<file path="config.mk">
export PLATFORM = sky130hd
export DESIGN_NAME = utrap_seq_flat
export DESIGN_NICKNAME = d
export VERILOG_FILES = /design/src/rtl/utrap_seq_pkg.sv /design/src/rtl/utrap_seq_if.sv /design/src/rtl/utrap_seq_rstack.sv /design/src/rtl/utrap_seq.sv /design/src/flat_wrapper.sv
export SDC_FILE = /design/constraint.sdc
export NUM_CORES = 1
export LEC_CHECK = 0
export BUFFER_PORTS_ARGS = -buffer_cell sky130_fd_sc_hd__buf_2
export CAP_MARGIN = 30
export CORE_AREA = 2 2 70 72
export CTS_CLUSTER_DIAMETER = 120
export DETAILED_ROUTE_END_ITERATION = 10
export DIE_AREA = 0 0 72 74
export PLACE_DENSITY = 0.75
export SLEW_MARGIN = 20
export SYNTH_ARGS = -nofsm -noshare
export SYNTH_HDL_FRONTEND = slang
export SYNTH_SLANG_ARGS = --single-unit
</file>
<file path="constraint.sdc">
create_clock -name b_clk_l -period 2.6 [get_ports b_clk_l]
set_input_delay 0.52 -clock b_clk_l [delete_from_list [all_inputs] [get_ports b_clk_l]]
set_output_delay 0.52 -clock b_clk_l [all_outputs]
set_load 0.05 [all_outputs]
</file>
<file path="src/rtl/utrap_seq_pkg.sv">
// Shared types for the microtrap sequencer: FSM state encoding, trap codes, vector helper.
// Purely declarative; no timing or flow-control behaviour of its own.
package utrap_seq_pkg;

  typedef logic [13:0] upc_t;

  typedef enum logic [1:0] {
    ST_IDLE    = 2'b00,
    ST_ABORT   = 2'b01,
    ST_SERVICE = 2'b10
  } state_e;

  localparam logic [2:0] UTRAP_NONE = 3'd0;
  localparam logic [2:0] UNAL       = 3'd1;
  localparam logic [2:0] WR_XPG     = 3'd2;
  localparam logic [2:0] WUL_XPG    = 3'd3;
  localparam logic [2:0] UB_UNAL    = 3'd4;
  localparam logic [2:0] WU_UNAL    = 3'd5;
  localparam logic [2:0] FPRES      = 3'd6;
  localparam logic [2:0] PARITY     = 3'd7;

  // Vectors are spaced four microwords apart; the sum wraps at 14 bits.
  function automatic upc_t trap_vector(input upc_t base, input logic [2:0] code);
    return base + {9'b0, code, 2'b00};
  endfunction

endpackage

</file>
<file path="src/rtl/utrap_seq_if.sv">
// Microsequencer-side bus into/out of the trap sequencer; master drives the
// microword context, slave (the sequencer) returns the selected next address.
interface utrap_seq_if;
  import utrap_seq_pkg::*;

  logic        m_clk_en_h;
  logic [2:0]  enc_utrap_l;
  logic [1:0]  micro_vector_h;
  logic        force_ma_09_h;
  logic        uvec_sel_h;
  logic        utrap_ret_h;
  upc_t        upc_cur_h;
  upc_t        upc_next_h;
  upc_t        upc_h;
  logic        abort_h;
  logic        trap_active_h;
  logic [2:0]  trap_code_h;
  logic        double_fault_h;

  modport master (
    output m_clk_en_h, enc_utrap_l, micro_vector_h, force_ma_09_h,
           uvec_sel_h, utrap_ret_h, upc_cur_h, upc_next_h,
    input  upc_h, abort_h, trap_active_h, trap_code_h, double_fault_h
  );

  modport slave (
    input  m_clk_en_h, enc_utrap_l, micro_vector_h, force_ma_09_h,
           uvec_sel_h, utrap_ret_h, upc_cur_h, upc_next_h,
    output upc_h, abort_h, trap_active_h, trap_code_h, double_fault_h
  );

endinterface

</file>
<file path="src/rtl/utrap_seq_rstack.sv">
// Two-entry trap return stack; top is combinational, push/pop land on the clock edge.
// Push when full and pop when empty are dropped; the caller guards both.
module utrap_rstack
  import utrap_seq_pkg::*;
(
  input  logic       clk,
  input  logic       rst_n,
  input  logic       push,
  input  logic       pop,
  input  upc_t       push_dat,
  output upc_t       top,
  output logic [1:0] depth,
  output logic       full
);

  upc_t entry0;
  upc_t entry1;

  always_ff @(posedge clk or negedge rst_n) begin
    if (!rst_n) begin
      entry0 <= '0;
      entry1 <= '0;
      depth  <= 2'd0;
    end else if (push && !full) begin
      if (depth == 2'd0) entry0 <= push_dat;
      else               entry1 <= push_dat;
      depth <= depth + 2'd1;
    end else if (pop && depth != 2'd0) begin
      depth <= depth - 2'd1;
    end
  end

  assign full = (depth == 2'd2);
  assign top  = full ? entry1 : entry0;

endmodule

</file>
<file path="src/rtl/utrap_seq.sv">
// Microtrap sequencer: latches trap codes, aborts the trapping word for one microcycle and
// vectors, restores on trap return; everything stalls while m_clk_en_h is low.
module utrap_seq
  import utrap_seq_pkg::*;
#(
  parameter upc_t UTRAP_BASE = 14'h0040,
  parameter upc_t DFAULT_VEC = 14'h0060
) (
  input  logic         b_clk_l,
  input  logic         init_l,
  utrap_seq_if.slave   bus
);

  logic       b_clk_h;
  logic [2:0] code;
  logic       parity_hit;
  logic       trap_take;
  logic       ret_take;

  state_e     state;
  logic [2:0] trap_code_q;
  logic       dfault_q;
  logic       dfault_now_q;

  upc_t       stk_top;
  logic [1:0] stk_depth;
  logic       stk_full;
  upc_t       upc_sel;

  assign b_clk_h    = ~b_clk_l;
  assign code       = ~bus.enc_utrap_l;
  assign parity_hit = (code == PARITY);

  // Inside a handler only a control-store parity error may interrupt; it also beats a return.
  assign trap_take = bus.m_clk_en_h &&
                     (((state == ST_IDLE) && (code != UTRAP_NONE)) ||
                      ((state == ST_SERVICE) && parity_hit));
  assign ret_take  = bus.m_clk_en_h && (state == ST_SERVICE) &&
                     bus.utrap_ret_h && !parity_hit;

  utrap_rstack u_rstack (
    .clk      (b_clk_h),
    .rst_n    (init_l),
    .push     (trap_take && !stk_full),
    .pop      (ret_take),
    .push_dat (bus.upc_cur_h),
    .top      (stk_top),
    .depth    (stk_depth),
    .full     (stk_full)
  );

  always_ff @(posedge b_clk_h or negedge init_l) begin
    if (!init_l) begin
      state        <= ST_IDLE;
      trap_code_q  <= UTRAP_NONE;
      dfault_q     <= 1'b0;
      dfault_now_q <= 1'b0;
    end else if (bus.m_clk_en_h) begin
      case (state)
        ST_IDLE: begin
          if (code != UTRAP_NONE) begin
            trap_code_q <= code;
            state       <= ST_ABORT;
          end
        end
        ST_ABORT: begin
          dfault_now_q <= 1'b0;
          state        <= ST_SERVICE;
        end
        ST_SERVICE: begin
          if (parity_hit) begin
            trap_code_q <= code;
            state       <= ST_ABORT;
            if (stk_full) begin
              dfault_q     <= 1'b1;
              dfault_now_q <= 1'b1;
            end
          end else if (bus.utrap_ret_h && stk_depth == 2'd1) begin
            state <= ST_IDLE;
          end
        end
        default: state <= ST_IDLE;
      endcase
    end
  end

  // The vector derives only from registered state, so it holds steady across the abort cycle.
  always_comb begin
    upc_sel = bus.upc_next_h;
    if (state == ST_ABORT) begin
      upc_sel = dfault_now_q ? DFAULT_VEC : trap_vector(UTRAP_BASE, trap_code_q);
    end else begin
      if (ret_take)          upc_sel = stk_top;
      if (bus.uvec_sel_h)    upc_sel[1:0] = upc_sel[1:0] & bus.micro_vector_h;
      if (bus.force_ma_09_h) upc_sel[9] = 1'b1;
    end
  end

  assign bus.upc_h          = upc_sel;
  assign bus.abort_h        = (state == ST_ABORT);
  assign bus.trap_active_h  = (state != ST_IDLE);
  assign bus.trap_code_h    = trap_code_q;
  assign bus.double_fault_h = dfault_q;

endmodule

</file>
<file path="src/flat_wrapper.sv">
// flat-port wrapper written by rule: the top's interface ports become plain ports
module utrap_seq_flat import utrap_seq_pkg::*;
#(
  parameter upc_t UTRAP_BASE = 14'h0040,
  parameter upc_t DFAULT_VEC = 14'h0060
)
  (b_clk_l, init_l, bus_m_clk_en_h, bus_enc_utrap_l, bus_micro_vector_h, bus_force_ma_09_h, bus_uvec_sel_h, bus_utrap_ret_h, bus_upc_cur_h, bus_upc_next_h, bus_upc_h, bus_abort_h, bus_trap_active_h, bus_trap_code_h, bus_double_fault_h);
  utrap_seq_if bus_i ();
  input  logic b_clk_l;
  input  logic init_l;
  input wire logic [$bits(bus_i.m_clk_en_h)-1:0] bus_m_clk_en_h;
  input wire logic [$bits(bus_i.enc_utrap_l)-1:0] bus_enc_utrap_l;
  input wire logic [$bits(bus_i.micro_vector_h)-1:0] bus_micro_vector_h;
  input wire logic [$bits(bus_i.force_ma_09_h)-1:0] bus_force_ma_09_h;
  input wire logic [$bits(bus_i.uvec_sel_h)-1:0] bus_uvec_sel_h;
  input wire logic [$bits(bus_i.utrap_ret_h)-1:0] bus_utrap_ret_h;
  input wire logic [$bits(bus_i.upc_cur_h)-1:0] bus_upc_cur_h;
  input wire logic [$bits(bus_i.upc_next_h)-1:0] bus_upc_next_h;
  output wire logic [$bits(bus_i.upc_h)-1:0] bus_upc_h;
  output wire logic [$bits(bus_i.abort_h)-1:0] bus_abort_h;
  output wire logic [$bits(bus_i.trap_active_h)-1:0] bus_trap_active_h;
  output wire logic [$bits(bus_i.trap_code_h)-1:0] bus_trap_code_h;
  output wire logic [$bits(bus_i.double_fault_h)-1:0] bus_double_fault_h;
  assign bus_i.m_clk_en_h = bus_m_clk_en_h;
  assign bus_i.enc_utrap_l = bus_enc_utrap_l;
  assign bus_i.micro_vector_h = bus_micro_vector_h;
  assign bus_i.force_ma_09_h = bus_force_ma_09_h;
  assign bus_i.uvec_sel_h = bus_uvec_sel_h;
  assign bus_i.utrap_ret_h = bus_utrap_ret_h;
  assign bus_i.upc_cur_h = bus_upc_cur_h;
  assign bus_i.upc_next_h = bus_upc_next_h;
  assign bus_upc_h = bus_i.upc_h;
  assign bus_abort_h = bus_i.abort_h;
  assign bus_trap_active_h = bus_i.trap_active_h;
  assign bus_trap_code_h = bus_i.trap_code_h;
  assign bus_double_fault_h = bus_i.double_fault_h;
  utrap_seq #(.UTRAP_BASE(UTRAP_BASE), .DFAULT_VEC(DFAULT_VEC)) u_core (.b_clk_l(b_clk_l), .init_l(init_l), .bus(bus_i));
endmodule
</file>
---- Word-level counts from Yosys, hierarchy flattened ----
Cells that the tools add are included.
word-level totals
  output and inout port bits .............. 20
  bits in registers ....................... 37
  input bits .............................. 39
cells by class
  add/subtract/negate cells ............... 3
  reductions and logical operators ........ 27
  mux-type cells .......................... 19
  bitwise logic cells ..................... 3
  equal/unequal tests ..................... 9
operators with widths
  cell                                                                    count
  14-bit two-way mux                                                      5
  2-bit two-way mux                                                       6
  4-bit AND reduction                                                     3
  1-bit logical AND                                                       10
  2-bit nonzero test                                                      5
  7-bit by 5-bit adder with 8-bit output (first input constant)           1
  3-bit two-way mux                                                       2
  2-bit one-hot mux with 3 select lines                                   1
  3-bit one-hot mux with 2 select lines                                   1
  2-bit by 1-bit equality test with 1-bit output (second input constant)  2
  2-bit equality test (second input constant)                             2
  2-bit zero test                                                         2
  2-bit by 1-bit != test with 1-bit output (second input constant)        2
  2-bit AND reduction                                                     2
  3-bit equality test (second input constant)                             1
  1-bit two-way mux                                                       3
  3-bit by 2-bit != test with 1-bit output (second input constant)        1
  3-bit NOT                                                               1
  3-bit AND reduction                                                     1
  3-bit nonzero test                                                      1
  2-bit by 1-bit adder with 2-bit output (second input constant)          1
  2-bit bitwise AND                                                       1
  1-bit zero test                                                         2
  2-bit != test (second input constant)                                   1
  other kinds (4)                                                         4

---- Longest topological paths before layout ----
Gate-level depths: netlist (run 1).
  depth after elaboration ................. 9
  depth in mapped cells ................... 9

---- Hierarchy ----
A second synthesis (run 1) with hierarchy kept.
unflattened totals
  cells, all modules ...................... 176
  area, all modules ....................... 2104.5 um^2
modules (own cells, without submodules)
  module        cells an instance  area an instance (um^2)  instances
  utrap_rstack  84                 1390.1                   1
  utrap_seq     92                 714.4                    1

==> results.md, run 1 <==
* Status: finished, violations left
* Failing checks: negative setup slack
* Nets at 345
* DRT iter0 DRCs at 65
* Initial antenna violation count at 0
* Final ANT Viol Nets at 0
* Worst VDD drop at 0.000621 V
* P&R area growth vs syn at 82.8%
* Port buffer count at 58
* Clock tree from TritonCTS: yes
* FP Rows at 25
* Sequential Power Share at 0.236
* Net switching power at 1940 µW
* Worst-Margin Slew at 0.320 ns
* RSZ-0062 raised after global routing: yes
* Fin. Hold Viols at 0
* CP Max Fanout at 10
* Detailed Route WL at 6.98 mm
* Area of the multi-input gates at 1550 µm²
* Reg clk slew, reported paths at 0.05 ns
* Clock sink count at 37
* Largest net degree at the start of global routing at 38
* Syn avg cell area at 11.3 µm²
* Final Non-Filler Cells at 352
* P_int at 2720 µW
* Synthesis Warnings at 0
* Most common cell after layout, fill and taps aside: dfrtn_1
* Flops & latches, synth at 37
* Most frequent cells in the layout: dfrtn_1, buf_2, buf_4
* Starting Density at 0.451
* Reg2reg start: u_core.state[1]
* Register area share after synthesis at 0.446
* Layout cells sized above 1 at 0.715
* CP required at 2.08 ns
* Cells after Synth at 183
* Synth cell types at 35
* Sw Share at 0.417
* I/O pin count at 59
* HP Class: register to register
* H-tree depth at 2
* Slew headroom at 0.786
* Register area at 926 µm²
* Hold Startpoint: u_core.u_rstack.entry0[1]
* Die Span Y at 74 µm
* Critical R2R Capture: u_core.u_rstack.entry1[5]
* Vias in the first global route at 2,110
* Crit end category: output pin
* TritonCTS buffer count at 5
* Vias/cell at 5.37
* Critical path class: register to output pin
* Worst setup SP type: register
* Routability cong. at 0.842
* Reg2Reg Depth at 11
* Max_cap viols at 0
* PnR worst setup slack at -1.11 ns
* Clk pwr share at 0.087
* Pwr/cell area at 1230 nW/µm²
* Vias at 1,890
* Filler cells at 231
* GRT overflow at 0
* Worst Hold End: u_core.u_rstack.entry0[1]
* Place WS at -0.999 ns
* Global-route wire length before repair at 10.8 mm
* DRT Pass-1 Iters at 4
* Reg-to-reg slack, setup at 0.07 ns
* Clock Skews at 0.00773 ns
* Die ar. at 5330 µm²
* Leak at 0.00173 µW
* CTS root buffer: clkbuf_8
* Synth Cell Area at 2070 µm²
* Skew-Pair Late Insertion Delay at 0.30 ns
* DRC violations left at 0
* Die Width at 72 µm
* N_diodes at 0
* Inst Count DP at 325
* Hold WS at 0.458 ns
* DP HPWL at 3.87 mm
* Power Total at 4660 µW
* Fin util at 0.824
* Total global-route track usage at 0.274
* CTS max path bufs at 2
* Combinational Power Share at 0.677
* WP data arrival at 3.19 ns
* Core Area at 4600 µm²
* Syn_nets at 230
* Worst Hold Path Cells at 1
* Slew Limit Fails at 0
* Wirelength per Cell at 19.8 µm
* Setup violation total in the final timing report at 54
-- worst max path at each step --
stage	from	to	cells after the start	slack (ns)
2_1_floorplan	u_core.state[1]	bus_upc_h[0]	5	-1.01
3_3_place_gp	bus_enc_utrap_l[1]	u_core.u_rstack.entry1[6]	7	-0.97
3_5_place_dp	bus_enc_utrap_l[1]	u_core.u_rstack.entry1[4]	7	-1.0
4_1_cts	u_core.state[1]	bus_upc_h[12]	7	-1.08
5_1_grt	u_core.state[1]	bus_upc_h[12]	7	-1.19
6_report	u_core.state[1]	bus_upc_h[12]	7	-1.11
-- power groups by stage --
stage          clock network [µW]  logic (µW)  registers, µW
2_1_floorplan                   0        1620           1110
3_3_place_gp                    0        2270           1030
3_5_place_dp                    0        2320           1050
4_1_cts                       420        2940           1060
5_1_grt                       448        3300           1120
6_report                      407        3150           1100
-- final cells by class --
class | count | area share
inverter | 10 | 0.0116
timing repair buffer | 117 | 0.295
tap | 54 | 0.0178
sequential | 37 | 0.244
multi-input combinational | 127 | 0.408
clock buffer | 7 | 0.0228
-- critical path, cell delays in order, from the launching register on --
cell      delay (ns)
dfrtn_1         0.45
ha_4            0.17
nand3_4         0.11
nor2_4          0.22
buf_12          0.20
nor2_4          0.05
a211oi_4        0.21
buf_6           0.19
-- through the flow --
step / area (µm²) / TNS [ns]
floorplan: 2430 / -38.13
global placement: 3060 / -43.52
detailed placement: 3060 / -44.36
CTS: 3650 / -36.84
global route: 3790 / -38.68
finish: 3790 / -36.77
-- cell families (layout without fill, tap and decap cells) --
| family | after synthesis | in the layout | share of synthesized area |
|---|---|---|---|
| flops | 37 | 37 | 0.446 |
| buf+inv | 19 | 134 | 0.0434 |
| xor+xnor | 1 | 1 | 0.00422 |
| simple gates | 39 | 39 | 0.0911 |
| compound gates | 33 | 33 | 0.109 |
| mux | 46 | 46 | 0.258 |
| fa+ha+maj | 8 | 8 | 0.0483 |
-- cell usage after synthesis, drive strengths merged --
master | count | area share
a31oi | 2 | 0.0060
dfrtn | 37 | 0.45
a211o | 1 | 0.0042
nand3 | 1 | 0.0024
a211oi | 6 | 0.022
or2 | 2 | 0.0060
o211ai | 3 | 0.011
buf | 3 | 0.014
mux2 | 29 | 0.18
a41o | 1 | 0.0048
a2111oi | 2 | 0.0084
o21bai | 1 | 0.0036
nor3 | 5 | 0.014
ha | 8 | 0.048
o2bb2ai | 1 | 0.0042
inv | 10 | 0.018
nor4 | 1 | 0.0030
a21bo | 1 | 0.0048
nand2b | 3 | 0.0090
o21ai | 6 | 0.014
nor2 | 12 | 0.022
nand4 | 1 | 0.0030
nor2b | 3 | 0.0090
a221o | 1 | 0.0048
mux2i | 17 | 0.082
xnor2 | 1 | 0.0042
nand2 | 10 | 0.018
clkbuf | 6 | 0.011
a21oi | 7 | 0.017
a41oi | 1 | 0.0042
or3b | 1 | 0.0042
-- repair_timing --
action | CTS | global route
hold buffers | 0 | 0
endpoints found under the hold margin | 0 | 0
cloned | 3 | 1
endpoints found under the setup margin | 55 | 55
setup buffers | 14 | 7
pin swaps | 14 | 11
resized for setup | 93 | 25
-- per-layer routing --
layer / global-route usage / vias up / part of all wire / wire length [µm]
li1: - / 884 / - / -
met1: 0.318 / 930 / 0.38 / 2670
met2: 0.503 / 60 / 0.55 / 3840
met3: 0.0610 / 16 / 0.049 / 341
met4: 0.0964 / 0 / 0.018 / 123
met5: 0 / - / 0 / 0
-- flip-flops by register name, summed over array words and instances (netlist names) --
signal                     count
u_core.u_rstack.entry0        14
u_core.u_rstack.entry1        14
u_core.bus.trap_code_h         3
u_core.state                   2
u_core.u_rstack.depth          2
u_core.bus.double_fault_h      1
u_core.dfault_now_q            1
(Power assumes the default switching activity.)
==> run 2: changes to the inputs <==
--- a/config.mk
+++ b/config.mk
@@ -5,7 +5,7 @@
 export SDC_FILE = /design/constraint.sdc
 export NUM_CORES = 1
 export LEC_CHECK = 0
-export BUFFER_PORTS_ARGS = -buffer_cell sky130_fd_sc_hd__buf_2
+export BUFFER_PORTS_ARGS = -buffer_cell sky130_fd_sc_hd__clkbuf_2
 export CAP_MARGIN = 30
 export CORE_AREA = 2 2 70 72
 export CTS_CLUSTER_DIAMETER = 120
==> results.md, run 2 (synthesis results as in run 1) <==
* CP required at 2.08 ns (about the same)
* TritonCTS buffer count at 5 (unchanged)
* Hold WS at 0.457 ns (was 0.458 ns)
* Filler cells at 200 (was 231)
* Setup violation total in the final timing report at 55 (was 54)
* Routability cong. at 0.777 (was 0.842)
* Register area at 926 µm² (unchanged)
* Total global-route track usage at 0.292 (was 0.274)
* PnR worst setup slack at -1.20 ns (was -1.11 ns)
* Vias/cell at 5.51 (was 5.37)
* CP Max Fanout at 7 (was 10)
* Largest net degree at the start of global routing at 38 (unchanged)
* FP Rows at 25 (unchanged)
* Critical path class: register to output pin (unchanged)
* Starting Density at 0.451 (unchanged)
* Die Span Y at 74 µm (unchanged)
* Worst Hold Path Cells at 1 (unchanged)
* Detailed Route WL at 7.71 mm (was 6.98 mm)
* DRT Pass-1 Iters at 4 (unchanged)
* Clock sink count at 37 (unchanged)
* Crit end category: output pin (unchanged)
* Max_cap viols at 0 (unchanged)
* Most frequent cells in the layout: clkbuf_2, buf_4, dfrtn_1 (was dfrtn_1, buf_2, buf_4)
* Most Frequent Cell on Critical Path: buf_12 (was nor2_4)
* H-tree depth at 2 (unchanged)
* N_diodes at 0 (unchanged)
* WP data arrival at 3.28 ns (was 3.19 ns)
* DP HPWL at 3.87 mm (about the same)
* Global-route wire length before repair at 11.2 mm (was 10.8 mm)
* DRT iter0 DRCs at 101 (was 65)
* Status: finished, violations left (unchanged)
* Worst VDD drop at 0.000737 V (was 0.000621 V)
* DRC violations left at 0 (unchanged)
* CP max stage delay at 0.46 ns (was 0.45 ns)
* Die Width at 72 µm (unchanged)
* I/O pin count at 59 (unchanged)
* Worst setup SP type: register (unchanged)
* CTS root buffer: clkbuf_8 (unchanged)
* Final ANT Viol Nets at 0 (unchanged)
* Crit-path cells: ha_4 > nand3_4 > nor2_4 > buf_12 > o211ai_1 > a31oi_4 > buf_12 (was ha_4 > nand3_4 > nor2_4 > buf_12 > nor2_4 > a211oi_4 > buf_6)
* Slowest-stage cell, CP: dfrtn_1 (unchanged)
* CTS max path bufs at 2 (unchanged)
* Vias at 1,949 (was 1,890)
* Fin. Hold Viols at 0 (unchanged)
* Initial antenna violation count at 0 (unchanged)
* Worst-Margin Slew at 0.350 ns (was 0.320 ns)
* Pwr/cell area at 1300 nW/µm² (was 1230 nW/µm²)
* RSZ-0062 raised after global routing: yes (unchanged)
* Area of the multi-input gates at 1580 µm² (was 1550 µm²)
* Port buffer count at 58 (unchanged)
* P&R area growth vs syn at 89.7% (was 82.8%)
* Power Total at 5100 µW (was 4660 µW)
* Buffers & Inverters on Critical Path at 2 (unchanged)
* Leak at 0.00180 µW (was 0.00173 µW)
* Slew Limit Fails at 0 (unchanged)
* Clock tree from TritonCTS: yes (unchanged)
* Nets at 346 (was 345)
* GRT overflow at 0 (unchanged)
* Failing checks: negative setup slack (unchanged)
* Fin util at 0.856 (was 0.824)
* HP Class: register to register (unchanged)
* Clock Skews at 0.00656 ns (was 0.00773 ns)
* Cts hold-fix bufs at 0 (unchanged)
* Vias in the first global route at 2,152 (was 2,110)
* Reg clk slew, reported paths at 0.05 ns (about the same)
* Layout cells sized above 1 at 0.703 (was 0.715)
* Core Area at 4600 µm² (unchanged)
* Top delay family on crit path: flip-flops (unchanged)
* Reg2Reg Depth at 12 (was 11)
* Slew headroom at 0.765 (was 0.786)
* Wirelength per Cell at 21.8 µm (was 19.8 µm)
* Stages on the worst setup path at 7 (unchanged)
* Die ar. at 5330 µm² (unchanged)
* Skew-Pair Late Insertion Delay at 0.31 ns (was 0.30 ns)
-- run 2: cell types whose count changed in the layout (fill, tap and decap cells not counted), moves of 4 or more --
cell and delta:
nor2_1 +4, buf_2 -36, clkbuf_8 +4, nor2_2 -4, buf_12 -4, buf_8 +9
clkbuf_16 +4, buf_6 -15, mux2i_4 +5, clkbuf_2 +37
-- run 2: final timing paths --
path | from | end | slack (ns)
worst max-delay path | u_core.state[1] | bus_upc_h[9] | -1.20
worst min-delay path | u_core.u_rstack.entry1[8] | u_core.u_rstack.entry1[8] | 0.46
worst max register to register | u_core.state[1] | u_core.u_rstack.entry1[12] | -0.04
worst min register to register | u_core.u_rstack.entry1[8] | u_core.u_rstack.entry1[8] | 0.46
max in group asynchronous | init_l | u_core.bus.trap_code_h[2] | 1.01
min in group asynchronous | init_l | u_core.state[0] | 1.36
-- run 2: metal layers --
layer,routed length [µm],GRT usage
met1,3010,0.328
met3,311,0.0583
met4,387,0.178
met5,0,0
met2,4000,0.514
-- run 2: per-stage QoR --
stage                     setup WS (ns)  setup TNS [ns]  cell area, µm²  cells
after floorplan                   -1.01          -38.13            2430    183
after global placement           -0.954          -42.70            3040    324
after detailed placement          -1.00          -44.13            3040    324
after CTS                         -1.14          -37.96            3780    351
after global routing              -1.27          -39.47            3940    354
final                             -1.20          -38.04            3940    354
-- run 2: area by class of cell --
cell class	count	share of cell area
Inverter	10	0.0111
Timing Repair Buffer	118	0.305
Sequential cell	37	0.235
Tap cell	54	0.0172
Clock buffer	7	0.0219
Multi-Input combinational cell	127	0.402
Clock inverter	1	0.00763
-- run 2: power by group --
| group | internal [µW] | total (µW) | switching, µW |
|---|---|---|---|
| registers | 882 | 1140 | 262 |
| logic | 1800 | 3420 | 1620 |
| clock network | 313 | 543 | 230 |
-- run 2: repair_timing --
| item | CTS | global route |
|---|---|---|
| setup buffers | 15 | 10 |
| pin swaps | 15 | 17 |
| endpoints found under the setup margin | 54 | 54 |
| cloned | 4 | 0 |
| gates resized for setup | 91 | 45 |
